## src/rtl/glip_pattern_endpoint.sv

```systemverilog
// Logic-side GLIP traffic endpoint: counter-pattern generator on the
// Logic->Host FIFO and an incrementing-sequence checker on Host->Logic.
module glip_pattern_endpoint #(
    parameter int WIDTH     = 16,
    parameter int ERR_WIDTH = 16
) (
    input  logic                 clk,
    input  logic                 rst,
    input  logic                 tx_enable,
    input  logic                 rx_enable,
    output logic                 fifo_out_valid,
    output logic [WIDTH-1:0]     fifo_out_data,
    input  logic                 fifo_out_ready,
    input  logic                 fifo_in_valid,
    input  logic [WIDTH-1:0]     fifo_in_data,
    output logic                 fifo_in_ready,
    output logic [31:0]          tx_count,
    output logic [31:0]          rx_count,
    output logic [ERR_WIDTH-1:0] err_count,
    output logic                 err_seen,
    output logic [WIDTH-1:0]     err_expected,
    output logic [WIDTH-1:0]     err_received
);

    typedef enum logic [1:0] {
        TX_IDLE  = 2'd0,
        TX_SEND  = 2'd1,
        TX_DRAIN = 2'd2
    } tx_state_t;

    typedef enum logic {
        RX_HUNT  = 1'b0,
        RX_TRACK = 1'b1
    } rx_state_t;

    tx_state_t r_tx_state;
    rx_state_t r_rx_state;

    logic                 r_out_valid;
    logic [WIDTH-1:0]     r_tx_value;
    logic [31:0]          r_tx_count;
    logic                 r_in_ready;
    logic [WIDTH-1:0]     r_rx_expected;
    logic [31:0]          r_rx_count;
    logic [ERR_WIDTH-1:0] r_err_count;
    logic                 r_err_seen;
    logic [WIDTH-1:0]     r_err_expected;
    logic [WIDTH-1:0]     r_err_received;

    logic w_tx_xfer;
    logic w_rx_xfer;
    logic w_mismatch;
    logic w_err_sat;

    assign w_tx_xfer  = r_out_valid & fifo_out_ready;
    assign w_rx_xfer  = fifo_in_valid & r_in_ready;
    assign w_mismatch = (r_rx_state == RX_TRACK) &&
                        (fifo_in_data != r_rx_expected);
    assign w_err_sat  = &r_err_count;

    // The data register doubles as the pattern value, so it only
    // advances on acceptance and stays stable while stalled.
    always_ff @(posedge clk) begin
        if (rst) begin
            r_tx_state  <= TX_IDLE;
            r_out_valid <= 1'b0;
            r_tx_value  <= '0;
            r_tx_count  <= '0;
        end else begin
            unique case (r_tx_state)
                TX_IDLE: begin
                    if (tx_enable) begin
                        r_tx_state  <= TX_SEND;
                        r_out_valid <= 1'b1;
                    end
                end
                TX_SEND: begin
                    if (w_tx_xfer) begin
                        r_tx_count <= r_tx_count + 32'd1;
                        r_tx_value <= r_tx_value + WIDTH'(1);
                        if (!tx_enable) begin
                            r_tx_state  <= TX_IDLE;
                            r_out_valid <= 1'b0;
                        end
                    end else if (!tx_enable) begin
                        r_tx_state <= TX_DRAIN;
                    end
                end
                TX_DRAIN: begin
                    if (w_tx_xfer) begin
                        r_tx_count  <= r_tx_count + 32'd1;
                        r_tx_value  <= r_tx_value + WIDTH'(1);
                        r_tx_state  <= TX_IDLE;
                        r_out_valid <= 1'b0;
                    end
                end
                default: begin
                    r_tx_state  <= TX_IDLE;
                    r_out_valid <= 1'b0;
                end
            endcase
        end
    end

    // Expected always resyncs to word+1, which covers seed, match and
    // mismatch alike.
    always_ff @(posedge clk) begin
        if (rst) begin
            r_rx_state     <= RX_HUNT;
            r_in_ready     <= 1'b0;
            r_rx_expected  <= '0;
            r_rx_count     <= '0;
            r_err_count    <= '0;
            r_err_seen     <= 1'b0;
            r_err_expected <= '0;
            r_err_received <= '0;
        end else begin
            r_in_ready <= rx_enable;
            if (w_rx_xfer) begin
                r_rx_state    <= RX_TRACK;
                r_rx_count    <= r_rx_count + 32'd1;
                r_rx_expected <= fifo_in_data + WIDTH'(1);
                if (w_mismatch) begin
                    if (!w_err_sat) begin
                        r_err_count <= r_err_count + ERR_WIDTH'(1);
                    end
                    if (!r_err_seen) begin
                        r_err_seen     <= 1'b1;
                        r_err_expected <= r_rx_expected;
                        r_err_received <= fifo_in_data;
                    end
                end
            end
        end
    end

    assign fifo_out_valid = r_out_valid;
    assign fifo_out_data  = r_tx_value;
    assign fifo_in_ready  = r_in_ready;
    assign tx_count       = r_tx_count;
    assign rx_count       = r_rx_count;
    assign err_count      = r_err_count;
    assign err_seen       = r_err_seen;
    assign err_expected   = r_err_expected;
    assign err_received   = r_err_received;

endmodule

```

## config.mk

```make
export PLATFORM = sky130hd
export DESIGN_NAME = glip_pattern_endpoint
export DESIGN_NICKNAME = d
export VERILOG_FILES = /design/src/rtl/glip_pattern_endpoint.sv
export SDC_FILE = /design/constraint.sdc
export NUM_CORES = 1
export LEC_CHECK = 0
export BUFFER_PORTS_ARGS = -buffer_cell sky130_fd_sc_hd__buf_2
export CORE_MARGIN = 8
export CORE_UTILIZATION = 36
export DETAILED_ROUTE_END_ITERATION = 12
export SYNTH_ARGS = -nofsm -noshare
export SYNTH_HDL_FRONTEND = slang
export SYNTH_SLANG_ARGS = --single-unit
```

## constraint.sdc

```tcl
create_clock -name clk -period 2.75 [get_ports clk]
set_input_delay 0.1375 -clock clk [delete_from_list [all_inputs] [get_ports clk]]
set_output_delay 0.1375 -clock clk [all_outputs]
set_load 0.005 [all_outputs]
```

==> flow_summary.yaml <==
cts:
  cts.sinks: 150
  post-cts-setup-buffer-count: 0
  cts_made_buffers: 17
  ctsResizeCount: 0
  postCtsHoldBufs: 0
  cts-root-buf: "clkbuf_16"
  cts.path.max_buffers: 2
  htree_levels: 4
  cts_tree: "done"
  clk_pin_slew_worst_paths_ns: 0.06
  clkLatencyLatePin_ns: 0.41
yosys:
  ys_seq_area_share_pct: 42.0
  syn_avg_cell_area_um2: 8.91
  synthCells: 803
  ys.warnings.count: 0
  yosysMostFrequentCell: "dfxtp_1"
  ys_async_sr_fraction_pct: 0
  synth.top_cell.area_share_pct: 42.0
  synth_area_um2: 7150
  ys.flop_type: "dfxtp_1"
  synth_edf_count: 0
  ys_seq_elements: 150
  syn_nets: 833
  synthDistinctLibCells: 45
  yosys-top-cells-area: "dfxtp_1, xnor2_1, nand2b_1"
  yosys-top-cells-count: "dfxtp_1, nor2_1, nand2b_1"
  synth_top_cell_by_area: "dfxtp_1"
cells_and_area:
  syn2layout_area_growth_pct: 22.4
  antennaDiodeCount: 0
  nets: 974
  drive_gt1_share_pct: 22.0
  fillers: 1946
  final_core_util_pct: 45.0
power:
  p_total_w: 0.00498
  p_clk_share_pct: 48.0
  p_per_area_nw_per_um2: 569
  leakagePower_nw: 3.41
  p_int_w: 0.00383
  ir_drop_uv: 416
  p_switching_w: 0.00115
  p_seq_share_pct: 45.2
  p_sw_share_pct: 23.1
  power_frac_comb_pct: 6.8
timing:
  tightestPinTransition_ns: 0.622
  finalMaxSlewViolations: 0
  hold_violations: 0
  fmax_mhz: 483
  relSlewSlack_pct: 58.4
  period_needed_ns: 2.07
  clock-skew-final_ns: 0.00637
  setup_ws_ns: 0.681
  final.setup.tns_ns: 0
  fin_crit_sh_pct: 75.2
  setup_viol: 0
  rsz0062_at_grt: "no"
routing:
  ant_nets: 0
  drtPass1Iterations: 4
  initialDrtViolationCount: 238
  num_vias: 5918
  drc: 0
  wl_per_cell_um: 14.9
  wirelength_um: 18200
  viasPerCell: 4.84
setup_path:
  startpoint_type: "flip-flop"
  max_stage_delay_ns: 0.53
  slowest_stage: "nor3_4"
  path_cells: "xnor2_1 -> nand4_1 -> nor4_4 -> nor3_4 -> buf_4 -> mux2i_1"
  crit_arrival_ns: 2.40
  critical_path_class: "flip-flop to flip-flop"
  path_max_fanout: 23
  end_kind: "flip-flop"
  worst_ep_required_time_ns: 3.08
die:
  die_y_um: 157
  rows: 51
  core-area_um2: 19500
  die_area_um2: 24600
  ioPinCount: 153
  start_util_pct: 36.8
  fp.dieW_um: 157
global_route:
  grt_pass1_wl_um: 29900
  busiest_layer: "met2"
  met3_usage_pct: 5.59
  grt_usage_pct: 15.0
  grt_max_degree: 54
  antenna_found_initial: 0
  grt_pass1_vias: 5856
  met1_usage_pct: 18.4
  use_met2_pct: 24.4
  gr-total-overflow: 0
place:
  io_buffers: 152
  gp_congestion: 0.783
  dpl_worst_slack_ns: 0.720
  dp_hpwl_um: 13200
job:
  cap_violations: 0
outcome:
  status: "completed"
hold_path:
  hp-class: "primary input to flip-flop"
==> power by group through the flow <==
stage / registers [W] / clock network, W / logic [W]
after floorplan: 0.00229 / 0 / 0.000237
after detailed placement: 0.00230 / 0 / 0.000343
after global routing: 0.00226 / 0.00255 / 0.000387
after global placement: 0.00230 / 0 / 0.000341
after CTS: 0.00225 / 0.00245 / 0.000346
final: 0.00225 / 0.00239 / 0.000340
==> registers in the layout, indices dropped and copies added (netlist names) <==
register and count:
err_seen 1, fifo_out_data 16, r_rx_state 1, fifo_out_valid 1, err_expected 16, err_count 16
r_tx_state 2, fifo_in_ready 1, r_rx_expected 16, tx_count 32, err_received 16, rx_count 32
==> logic make-up (layout without fill, tap and decap cells) <==
| kind of cell | count (synthesis) | after routing | synth area share (%) |
|---|---|---|---|
| xor+xnor | 94 | 94 | 11.5 |
| simple gates | 391 | 391 | 30.4 |
| buf+inv | 56 | 210 | 3.41 |
| compound gates | 62 | 62 | 5.30 |
| flops | 150 | 150 | 42.0 |
| mux | 42 | 42 | 6.02 |
| fa+ha+maj | 8 | 8 | 1.40 |
==> cell type report <==
type | count | area (um^2) | area share, %
multi-input cells | 597 | 3910 | 44.7
clock buffers | 20 | 457 | 5.22
clock inverters | 12 | 151 | 1.73
flip-flops and latches | 150 | 3000 | 34.3
inverters | 15 | 56.3 | 0.643
well taps | 265 | 332 | 3.79
repair buffers | 163 | 846 | 9.66
==> worst paths after layout <==
kind | end | cells past startpoint | slack, ns | from
max | err_received[7] | 6 | 0.68 | r_rx_expected[15]
min | fifo_in_ready | 2 | 0.02 | rx_enable
max reg2reg | err_received[7] | 6 | 0.68 | r_rx_expected[15]
min reg2reg | err_received[4] | 2 | 0.47 | err_received[4]
==> cells in the final DEF, fill, tap and decap left out, drive strengths merged, types with 8 or more instances in the layout <==
| cell type | synthesis | final |
|---|---|---|
| and4 | 16 | 16 |
| mux2i | 34 | 34 |
| buf | 19 | 163 |
| nor4 | 11 | 11 |
| xor2 | 41 | 41 |
| clkbuf | 22 | 20 |
| and3 | 12 | 12 |
| ha | 8 | 8 |
| mux2 | 8 | 8 |
| dfxtp | 150 | 150 |
| inv | 15 | 16 |
| or4 | 8 | 8 |
| nor2b | 13 | 13 |
| nand4 | 37 | 37 |
| nand2 | 41 | 41 |
| nor2 | 109 | 109 |
| a211oi | 10 | 10 |
| xnor2 | 53 | 53 |
| nand3 | 34 | 34 |
| a21oi | 23 | 23 |
| o21ai | 16 | 16 |
| or3 | 16 | 16 |
| nand2b | 66 | 66 |
| nor3 | 18 | 18 |
==> metal layers <==
layer / up-vias / share of wire (%)
met4: 0 / 0.64
li1: 3050 / -
met2: 108 / 45
met1: 2752 / 47
met5: - / 0
met3: 8 / 7.4
==> worst max-delay path, delay by kind of cell (launching register included) <==
kind	cells	cell delay, ns
simple gates	3	0.76
buf+inv	1	0.49
flops	1	0.33
mux	1	0.24
xor+xnor	1	0.15
==> metrics by stage <==
step | instance area, um^2 | hold WS (ns) | cells
2_1_floorplan | 7150 | 0.266 | 803
3_3_place_gp | 8150 | 0.437 | 1190
3_5_place_dp | 8150 | 0.439 | 1190
4_1_cts | 8760 | 0.00330 | 1222
5_1_grt | 8760 | 0.00793 | 1222
6_report | 8760 | 0.0221 | 1222
Note: power is estimated with default switching activity, not from simulation.
